`config.mk`:
```
export PLATFORM = sky130hd
export DESIGN_NAME = instru_fetch_mem_flat
export DESIGN_NICKNAME = d
export VERILOG_FILES = /design/src/rtl/instru_fetch_mem_pkg.sv /design/src/rtl/instru_fetch_mem_if.sv /design/src/rtl/instru_fetch_mem_ram.sv /design/src/rtl/instru_fetch_mem.sv /design/src/flat_wrapper.sv
export SDC_FILE = /design/constraint.sdc
export NUM_CORES = 2
export LEC_CHECK = 0
export CAP_MARGIN = 10
export CORE_MARGIN = 2
export CORE_UTILIZATION = 40
export CTS_CLUSTER_DIAMETER = 50
export DETAILED_ROUTE_END_ITERATION = 8
export SETUP_SLACK_MARGIN = 0.3
export SKIP_LAST_GASP = 1
export SLEW_MARGIN = 0
export SYNTH_ARGS = -nofsm -noshare
export SYNTH_HDL_FRONTEND = slang
export SYNTH_SLANG_ARGS = --single-unit
```
`constraint.sdc`:
```
create_clock -name clk -period 5.05 [get_ports clk]
set_clock_uncertainty 0.15 [all_clocks]
set_input_delay 1.515 -clock clk [delete_from_list [all_inputs] [get_ports clk]]
set_output_delay 1.515 -clock clk [all_outputs]
set_load 0.01 [all_outputs]
```
`src/rtl/instru_fetch_mem_pkg.sv`:
```
// Shared constants and types for the clocked instruction memory:
// fill word, pipeline-init PC, FSM states and instruction field positions.
package instru_pkg;

    localparam logic [31:0] HALT_WORD = 32'hFC00_0000;
    localparam logic [31:0] INIT_PC   = 32'hFFFF_FFFC;

    localparam int OP_MSB = 31;
    localparam int OP_LSB = 26;
    localparam int FN_MSB = 5;
    localparam int FN_LSB = 0;

    typedef enum logic [1:0] {
        ST_CLEAR = 2'd0,
        ST_LOAD  = 2'd1,
        ST_RUN   = 2'd2
    } state_e;

    // Word-aligned byte address whose word index lies inside a 2**aw deep memory.
    function automatic logic addr_in_map(input logic [31:0] addr, input int aw);
        return (addr[1:0] == 2'b00) && ((addr >> (aw + 2)) == 32'd0);
    endfunction

endpackage

```
`src/rtl/instru_fetch_mem_if.sv`:
```
// Load-stream and fetch/response bundle between the IF stage and the
// instruction memory; master is the pipeline side, slave the memory.
interface instru_fetch_mem_if;

    logic        load_valid;
    logic [31:0] load_data;
    logic        load_ready;
    logic        load_last;
    logic        busy;
    logic        req_valid;
    logic [31:0] pc;
    logic        stall;
    logic        flush;
    logic        rsp_valid;
    logic [31:0] instru;
    logic [5:0]  ctr;
    logic [5:0]  funcode;
    logic        addr_err;

    modport master (
        output load_valid, load_data, load_last, req_valid, pc, stall, flush,
        input  load_ready, busy, rsp_valid, instru, ctr, funcode, addr_err
    );

    modport slave (
        input  load_valid, load_data, load_last, req_valid, pc, stall, flush,
        output load_ready, busy, rsp_valid, instru, ctr, funcode, addr_err
    );

endinterface

```
`src/rtl/instru_fetch_mem_ram.sv`:
```
// Single-port synchronous RAM: one write or one read per enabled cycle,
// read data registered and held while not reading.
module instru_ram #(
    parameter int DEPTH  = 128,
    parameter int WORD_W = 32,
    localparam int AW    = $clog2(DEPTH)
) (
    input  logic              clk,
    input  logic              en,
    input  logic              we,
    input  logic [AW-1:0]     addr,
    input  logic [WORD_W-1:0] wdata,
    output logic [WORD_W-1:0] rdata
);

    logic [WORD_W-1:0] mem_r [DEPTH];
    logic [WORD_W-1:0] rdata_r;

    // Storage array and read register; contents are rebuilt by CLEAR, so no reset.
    always_ff @(posedge clk) begin
        if (en) begin
            if (we) begin
                mem_r[addr] <= wdata;
            end else begin
                rdata_r <= mem_r[addr];
            end
        end
    end

    assign rdata = rdata_r;

endmodule

```
`src/rtl/instru_fetch_mem.sv`:
```
// Clocked instruction memory for stage IF: self-clears to HALT words, takes a
// program over the load stream, then serves one-cycle-latency fetches.
module instru_fetch_mem
    import instru_pkg::*;
#(
    parameter int          DEPTH     = 128,
    parameter int          WORD_W    = 32,
    parameter logic [31:0] HALT_WORD = instru_pkg::HALT_WORD
) (
    input logic               clk,
    input logic               rst_n,
    instru_fetch_mem_if.slave bus
);

    localparam int AW = $clog2(DEPTH);
    localparam logic [AW-1:0] LAST_IDX = AW'(DEPTH - 1);

    state_e            state_r, state_nxt_s;
    logic [AW-1:0]     clr_idx_r, clr_idx_nxt_s;
    logic [AW-1:0]     ld_idx_r, ld_idx_nxt_s;
    logic              busy_r, load_ready_r;
    logic              rsp_valid_r, use_ram_r, addr_err_r;
    logic              ram_en_s, ram_we_s;
    logic [AW-1:0]     ram_addr_s;
    logic [WORD_W-1:0] ram_wdata_s, ram_rdata_s;
    logic              hs_s, init_pc_s, fetch_ok_s, fetch_err_s, fetch_rd_s;
    logic [31:0]       instru_s;

    assign hs_s        = bus.load_valid && load_ready_r;
    assign init_pc_s   = (bus.pc == INIT_PC);
    assign fetch_ok_s  = bus.req_valid && !init_pc_s && addr_in_map(bus.pc, AW);
    assign fetch_err_s = bus.req_valid && !init_pc_s && !addr_in_map(bus.pc, AW);
    // Only an accepted, in-map fetch touches the RAM, so a stall keeps rdata stable.
    assign fetch_rd_s  = (state_r == ST_RUN) && !bus.flush && !bus.stall && fetch_ok_s;

    // State and counter registers.
    always_ff @(posedge clk or negedge rst_n) begin
        if (!rst_n) begin
            state_r      <= ST_CLEAR;
            clr_idx_r    <= {AW{1'b0}};
            ld_idx_r     <= {AW{1'b0}};
            busy_r       <= 1'b1;
            load_ready_r <= 1'b0;
        end else begin
            state_r      <= state_nxt_s;
            clr_idx_r    <= clr_idx_nxt_s;
            ld_idx_r     <= ld_idx_nxt_s;
            busy_r       <= (state_nxt_s != ST_RUN);
            load_ready_r <= (state_nxt_s == ST_LOAD);
        end
    end

    // Next-state, counter advance and RAM port selection.
    always_comb begin
        state_nxt_s   = state_r;
        clr_idx_nxt_s = clr_idx_r;
        ld_idx_nxt_s  = ld_idx_r;
        ram_en_s      = 1'b0;
        ram_we_s      = 1'b0;
        ram_addr_s    = bus.pc[AW+1:2];
        ram_wdata_s   = HALT_WORD;
        case (state_r)
            ST_CLEAR: begin
                ram_en_s   = 1'b1;
                ram_we_s   = 1'b1;
                ram_addr_s = clr_idx_r;
                if (clr_idx_r == LAST_IDX) begin
                    state_nxt_s   = ST_LOAD;
                    clr_idx_nxt_s = {AW{1'b0}};
                end else begin
                    clr_idx_nxt_s = clr_idx_r + AW'(1);
                end
            end
            ST_LOAD: begin
                if (hs_s) begin
                    ram_en_s     = 1'b1;
                    ram_we_s     = 1'b1;
                    ram_addr_s   = ld_idx_r;
                    ram_wdata_s  = bus.load_data;
                    ld_idx_nxt_s = ld_idx_r + AW'(1);
                    if (bus.load_last || (ld_idx_r == LAST_IDX)) begin
                        state_nxt_s = ST_RUN;
                    end else begin
                        state_nxt_s = ST_LOAD;
                    end
                end else begin
                    state_nxt_s = ST_LOAD;
                end
            end
            ST_RUN: begin
                if (fetch_rd_s) begin
                    ram_en_s = 1'b1;
                end else begin
                    ram_en_s = 1'b0;
                end
            end
            default: begin
                state_nxt_s = ST_CLEAR;
            end
        endcase
    end

    // Response registers: flush beats stall, stall beats a new request.
    always_ff @(posedge clk or negedge rst_n) begin
        if (!rst_n) begin
            rsp_valid_r <= 1'b0;
            use_ram_r   <= 1'b0;
            addr_err_r  <= 1'b0;
        end else if (bus.flush) begin
            rsp_valid_r <= 1'b0;
            use_ram_r   <= 1'b0;
            addr_err_r  <= 1'b0;
        end else if (bus.stall) begin
            rsp_valid_r <= rsp_valid_r;
            use_ram_r   <= use_ram_r;
            addr_err_r  <= addr_err_r;
        end else if (state_r == ST_RUN) begin
            rsp_valid_r <= bus.req_valid;
            use_ram_r   <= fetch_ok_s;
            addr_err_r  <= fetch_err_s;
        end else begin
            rsp_valid_r <= 1'b0;
            use_ram_r   <= 1'b0;
            addr_err_r  <= 1'b0;
        end
    end

    instru_ram #(
        .DEPTH  (DEPTH),
        .WORD_W (WORD_W)
    ) u_ram (
        .clk   (clk),
        .en    (ram_en_s),
        .we    (ram_we_s),
        .addr  (ram_addr_s),
        .wdata (ram_wdata_s),
        .rdata (ram_rdata_s)
    );

    assign instru_s       = use_ram_r ? ram_rdata_s : HALT_WORD;
    assign bus.instru     = instru_s;
    assign bus.ctr        = instru_s[OP_MSB:OP_LSB];
    assign bus.funcode    = instru_s[FN_MSB:FN_LSB];
    assign bus.rsp_valid  = rsp_valid_r;
    assign bus.addr_err   = addr_err_r;
    assign bus.busy       = busy_r;
    assign bus.load_ready = load_ready_r;

endmodule

```
`src/flat_wrapper.sv`:
```
// flat-port wrapper written by rule: the top's interface ports become plain ports
module instru_fetch_mem_flat import instru_pkg::*;
#(
    parameter int          DEPTH     = 128,
    parameter int          WORD_W    = 32,
    parameter logic [31:0] HALT_WORD = instru_pkg::HALT_WORD
)
  (clk, rst_n, bus_load_valid, bus_load_data, bus_load_last, bus_req_valid, bus_pc, bus_stall, bus_flush, bus_load_ready, bus_busy, bus_rsp_valid, bus_instru, bus_ctr, bus_funcode, bus_addr_err);
  instru_fetch_mem_if bus_i ();
  input logic clk;
  input logic rst_n;
  input wire logic [$bits(bus_i.load_valid)-1:0] bus_load_valid;
  input wire logic [$bits(bus_i.load_data)-1:0] bus_load_data;
  input wire logic [$bits(bus_i.load_last)-1:0] bus_load_last;
  input wire logic [$bits(bus_i.req_valid)-1:0] bus_req_valid;
  input wire logic [$bits(bus_i.pc)-1:0] bus_pc;
  input wire logic [$bits(bus_i.stall)-1:0] bus_stall;
  input wire logic [$bits(bus_i.flush)-1:0] bus_flush;
  output wire logic [$bits(bus_i.load_ready)-1:0] bus_load_ready;
  output wire logic [$bits(bus_i.busy)-1:0] bus_busy;
  output wire logic [$bits(bus_i.rsp_valid)-1:0] bus_rsp_valid;
  output wire logic [$bits(bus_i.instru)-1:0] bus_instru;
  output wire logic [$bits(bus_i.ctr)-1:0] bus_ctr;
  output wire logic [$bits(bus_i.funcode)-1:0] bus_funcode;
  output wire logic [$bits(bus_i.addr_err)-1:0] bus_addr_err;
  assign bus_i.load_valid = bus_load_valid;
  assign bus_i.load_data = bus_load_data;
  assign bus_i.load_last = bus_load_last;
  assign bus_i.req_valid = bus_req_valid;
  assign bus_i.pc = bus_pc;
  assign bus_i.stall = bus_stall;
  assign bus_i.flush = bus_flush;
  assign bus_load_ready = bus_i.load_ready;
  assign bus_busy = bus_i.busy;
  assign bus_rsp_valid = bus_i.rsp_valid;
  assign bus_instru = bus_i.instru;
  assign bus_ctr = bus_i.ctr;
  assign bus_funcode = bus_i.funcode;
  assign bus_addr_err = bus_i.addr_err;
  instru_fetch_mem #(.DEPTH(DEPTH), .WORD_W(WORD_W), .HALT_WORD(HALT_WORD)) u_core (.clk(clk), .rst_n(rst_n), .bus(bus_i));
endmodule
```
Word-level counts from Yosys, hierarchy flattened
Memories as Yosys holds them, arrays and structs flattened. A register that Yosys moved wholly into a read port is not among the register bits.
Cells that the tools add are included.
- memories kept: 1
- bits in registers: 21
- RAM bits: 4096
- output and inout bits: 48
- memories (name ; depth ; width ; rd ports ; clocked after Yosys merged registers in ; wr ports ; line ; text):
    u_core.u_ram.mem_r ; 128 ; 32 ; 1 ; 1 ; 1 ; instru_fetch_mem_ram.sv:16 ; logic [WORD_W-1:0] mem_r [DEPTH];
- reductions and logical operators: 18
- eq/ne operators: 8
- bitwise logic cells: 1
- muxes and demuxes: 26
- add/sub/neg operators: 2
- operators with widths (cell ; count):
    32-bit two-way mux ; 3
    32-bit equality test, second input constant ; 1
    32-bit zero test ; 1
    7-bit by 1-bit adder with 7-bit output, second input constant ; 2
    7-bit equality test, second input constant ; 2
    1-bit two-way mux ; 14
    7-bit two-way mux ; 2
    7-bit case mux with 2 select lines ; 1
    1-bit logical AND ; 8
    2-bit two-way mux ; 3
    2-bit case mux with 3 select lines ; 1
    2-bit by 1-bit equality test with 1-bit output, second input constant ; 2
    1-bit zero test ; 4
    2-bit zero test ; 2
    2-bit AND reduction ; 2
    1-bit case mux with 3 select lines ; 1
    2-bit equality test, second input constant ; 1
    2-bit by 1-bit inequality test with 1-bit output, second input constant ; 1
    2-bit inequality test, second input constant ; 1
    1-bit case mux with 2 select lines ; 1
    1-bit logical OR ; 1
    1-bit inverter ; 1

Logic depth before layout (Yosys ltp)
- word-level depth: 9
- gate-level depth with buffers: 14

Cells and area by module
A second synthesis with hierarchy kept.
- cell total of the unflattened synthesis: 9177
- area, all modules: 159827.0 um^2
- modules (own cells, without submodules) (module ; instances ; cells an instance ; area an instance (um^2)):
    instru_ram ; 1 ; 8968 ; 158067.8
    instru_fetch_mem ; 1 ; 209 ; 1759.2

Least setup slack after synthesis
No wires, ideal clock.
- kind: input to register
- start point: input port bus_load_valid
- end point: memory u_core.u_ram.mem_r[99][0], enable pin
- arrival: 4891 ps
- cell stages on the path: 12
- setup slack: -412 ps
- path through: buf_4 > and4b_4 > o21a_1 > buf_6 > buf_6 > buf_2 > buf_2 > buf_6 > nor3_1 > nand2_1 > clkbuf_1 > nor2_1
- longest elaborated chain between the ends: 6
- elaborated cells between the ends (all ways): 9
- those cells by class: mux (8); reduce/logical (1)
- ends and longest elaborated chain (item ; line ; text):
    start: declaration ; flat_wrapper.sv:12 ; input wire logic [$bits(bus_i.load_valid)-1:0] bus_load_valid;
    1-bit logical AND (*) ; instru_fetch_mem.sv:29 ; assign hs_s = bus.load_valid && load_ready_r;
    1-bit two-way mux ; instru_fetch_mem.sv:75 ; if (hs_s) begin
    1-bit case mux with 2 select lines ; instru_fetch_mem.sv:62 ; case (state_r)
    1-bit two-way mux ; instru_fetch_mem_ram.sv:22 ; if (we) begin
    1-bit two-way mux ; instru_fetch_mem_ram.sv:21 ; if (en) begin
    1-bit two-way mux (not written as such) ; instru_fetch_mem_ram.sv:23 ; mem_r[addr] <= wdata;
    end: declaration ; instru_fetch_mem_ram.sv:16 ;
Mark *: on every way between the ends. The rest lies on a longest branch, timed or not.

Worst setup path in the final report
- start point: input port bus_load_valid
- end point: register u_core.u_ram.rdata_r[26], in the netlist u_core.u_ram.rdata[26] (read register of u_core.u_ram.mem_r), data pin
- longest elaborated chain between the ends: 5
- elaborated cells between the ends (all ways): 8
- those cells by class: mux (5); bitwise (1); reduce/logical (2)
- ends and longest elaborated chain (item ; line ; text):
    1-bit logical AND (*) ; instru_fetch_mem.sv:29 ;
    1-bit two-way mux ; instru_fetch_mem.sv:75 ;
    1-bit case mux with 2 select lines ; instru_fetch_mem.sv:62 ;
    1-bit inverter (no source line) ; n/a ;
    2-bit AND reduction (no source line) ; n/a ;
    end: declaration ; instru_fetch_mem_ram.sv:17 ; logic [WORD_W-1:0] rdata_r;
Marked as above.
A chain may end at the register's enable or synchronous reset.

==> metrics.txt <==
outcome finished clean; Yosys top cell area share 0.758; Syn Inst Count 9927; Congestion Overflow GR 0; CTS tree built; WHS 357 ps; Routed WL per cell 30.7 um; Least-Margin Pin Slew 1040 ps; largest family of logic cells by synthesized area multiplexers; antenna violations before repair 46; ratio of final minimum period to clock period 0.946; Num CTS Buffers 447; FF-to-FF End u_core.u_ram.rdata[23]$_DFFE_PP_; Setup crit end kind register; Initial DRT Pass Iterations 8; R2R setup slack 500 ps; Ys Warns 0; CP arrival 5330 ps; die width 643 um; Post-synth ARST share 0.00506; total power 122 mW; Fin. Hold Viols 0; Placed Cells 16.0k; Synthesized Nets 10.0k; Worst Hold Class reg2reg; mux cell area share after synthesis 0.0928; cell area power density 609 mW/mm^2; Synth area leaders edfxtp_1 76%, mux2i_1 8.6%, o22ai_1 2.8%; number of global-route vias before repair 97.7k; # port buffers 118; simple-gate portion of the synthesized area 0.0366; CP Class in2reg; WHS Path Cells 1; postcts setup bufs 0; hold endpoint u_core.ld_idx_r[5]$_DFFE_PN0P_; Initial DRC Count 14.1k; layout cell share with drive strength beyond 1 0.203; R2R cell count 13; CTS Buffer Depth 4; row count 234; DRT Wirelength 517000 um; post-route cell area 0.200 mm^2; Worst setup SP type input port; CTS root buf clkbuf_16; Slew headroom 0.306; Adder-Cell Fraction of Synth Area 0.000153; worst r2r src u_core.state_r[1]$_DFF_PN0_; clock slew at reported path FFs 60 ps; DRC Markers 0; placed inst area 0.185 mm^2; Seq cells post-synth 4149; first-pass GRT wire length 726000 um; Area Overhead vs Synth 22.5%; dominant cell type by area after synthesis edfxtp_1; HPWL after DPL 323000 um; Clock Latency Late Sink 1000 ps; Post-synth EDFFs 4128; Seq/Total Area, Yosys 0.762; Final Max Tran Viols 0; Synth Flop Type edfxtp_1; Req. time, crit path 5600 ps; Mapped Area 0.163 mm^2; DIE AREA 0.414 mm^2; largest net degree at the start of global routing 129; Sink Count 4149; unique cell type count in the Yosys netlist 62; GPL Wtd Cong 0.904; Leakage Power 68.6 nW; global-route usage over all layers 0.242; RSZ-0062 raised after global routing yes; Final min period 4780 ps; Critical Path Fanout Max 18; syn avg cell area 16.5 um^2; Max Cap Violations 0; Via density 5.98; H-tree Lvls 5; Initial Util 0.402; VDD IR-drop max 0.466 mV; io pins 119; hold_sp u_core.ld_idx_r[5]$_DFFE_PN0P_; Fill cells 33.2k; Layout Cells excl Fill 16.8k; Synth Area in XOR/XNOR 0.000482; Fmax 209 MHz; vias 101k; core region area 0.407 mm^2; Synth Area in Compound Gates 0.0877; die height 643 um; Setup-failing EPs final 0; Antenna Nets Post-Route 0; Net count, final 11.1k
[routing by layer]
| metal | vias up | GRT usage | wire length, um |
|---|---|---|---|
| li1 | 42400 | - | - |
| met1 | 52000 | 0.327 | 204000 |
| met2 | 5483 | 0.393 | 245000 |
| met3 | 860 | 0.0377 | 46900 |
| met4 | 10 | 0.0923 | 21300 |
| met5 | - | 0 | 78 |
[where the power goes]
| group | internal, mW | switching (mW) |
|---|---|---|
| Sequential | 39.2 | 0.360 |
| Combinational | 19.2 | 30.0 |
| Clock | 19.5 | 13.7 |
[final cells by class]
cell class | instances | area [um^2] | area share
diodes | 22 | 55.1 | 0.000275
clock buffers | 519 | 11600 | 0.0579
clock inverters | 307 | 3380 | 0.0169
inverters | 5 | 18.8 | 0.0000938
multi-input cells | 5007 | 37300 | 0.186
flip-flops and latches | 4149 | 124000 | 0.622
well taps | 5428 | 6790 | 0.0339
repair buffers | 1408 | 16600 | 0.0830
[per-stage QoR]
| step | utilization | setup slack (ps) | setup TNS [ps] |
|---|---|---|---|
| after detailed placement | 0.454 | -1110 | -411030 |
| after global routing | 0.492 | 217 | 0 |
| after CTS | 0.492 | 117 | 0 |
| after floorplan | - | -205 | -340300 |
| after global placement | 0.454 | -1220 | -520980 |
| final | 0.492 | 271 | 0 |
[sequential cells by signal, indices dropped and copies added (netlist names), 2 cells and up]
name,cells
u_core.state_r,2
u_core.clr_idx_r,7
u_core.u_ram.mem_r,4096
u_core.ld_idx_r,7
u_core.u_ram.rdata,32
[what timing repair did]
| item | CTS | global route |
|---|---|---|
| cloned | 0 | 1 |
| endpoints found under the setup margin | 30 | 31 |
| resized for setup | 54 | 71 |
| pin swaps | 0 | 4 |
| hold buffers | 0 | 0 |
| endpoints found under the hold margin | 0 | 0 |
[critical path, cell delays in order]
cell and delay, ps:
clkdlybuf4s50_1 600, buf_4 210, and4b_4 280, o21ai_4 100, nand2_8 100, buf_4 240, buf_12 230, buf_12 220
buf_4 150, mux2_2 340, a2111o_1 450, a21oi_1 230, and4_1 500, nor4_1 110
[cell usage in the layout (no fill, tap or decap), types with 20 or more instances in the layout]
| master | n |
|---|---|
| mux2i_1 | 1406 |
| and3_4 | 26 |
| nand2_1 | 34 |
| mux2_2 | 97 |
| buf_12 | 448 |
| nor2_4 | 133 |
| inv_6 | 31 |
| bufinv_16 | 59 |
| diode_2 | 22 |
| edfxtp_1 | 4128 |
| clkdlybuf4s50_1 | 118 |
| clkbuf_16 | 454 |
| a211oi_1 | 223 |
| nor4_1 | 67 |
| clkbuf_1 | 66 |
| a2111oi_0 | 20 |
| clkinvlp_4 | 24 |
| clkinv_2 | 66 |
| and2_1 | 24 |
| dfrtp_1 | 20 |
| a21boi_1 | 26 |
| a2111o_1 | 64 |
| o22ai_1 | 735 |
| or4_1 | 31 |
| clkinv_1 | 99 |
| a21oi_1 | 386 |
| and4_1 | 74 |
| o21ai_0 | 866 |
| o21ai_1 | 24 |
| nand3_1 | 542 |
| buf_4 | 831 |
[logic make-up after synthesis]
logic type | Yosys count
AOI/OAI and AO/OA | 2417
muxes | 1503
buffers and inverters | 771
adders and majority gates | 2
DFF | 4149
and+or+nand+nor | 1076
xor gates and xnor gates | 9
[synth_stat cells, types with 14 or more instances]
cell / n
a2111o_1: 64
a2111oi_0: 33
a211oi_1: 223
a21boi_1: 26
a21oi_1: 389
and2_1: 29
and3_1: 35
and4_1: 95
buf_1: 43
buf_2: 273
buf_4: 37
clkbuf_1: 410
dfrtp_1: 20
edfxtp_1: 4128
mux2_2: 97
mux2i_1: 1406
nand2_1: 43
nand2b_1: 14
nand3_1: 543
nand4_1: 17
nor2_1: 148
nor4_1: 69
nor4bb_1: 32
o21ai_0: 898
o22ai_1: 739
or4_1: 31
[worst max path at each step]
stage | from | endpoint | cells after the start
after global routing | bus_load_valid | u_core.u_ram.rdata[28]$_DFFE_PP_ | 15
after detailed placement | bus_load_valid | u_core.u_ram.rdata[16]$_DFFE_PP_ | 13
after CTS | bus_load_valid | u_core.u_ram.rdata[28]$_DFFE_PP_ | 15
final | bus_load_valid | u_core.u_ram.rdata[26]$_DFFE_PP_ | 14
after global placement | bus_load_valid | u_core.u_ram.rdata[16]$_DFFE_PP_ | 13
after floorplan | bus_load_valid | u_core.u_ram.mem_r[33][0]$_DFFE_PP_ | 11
Note: power is estimated with default switching activity, not from simulation.
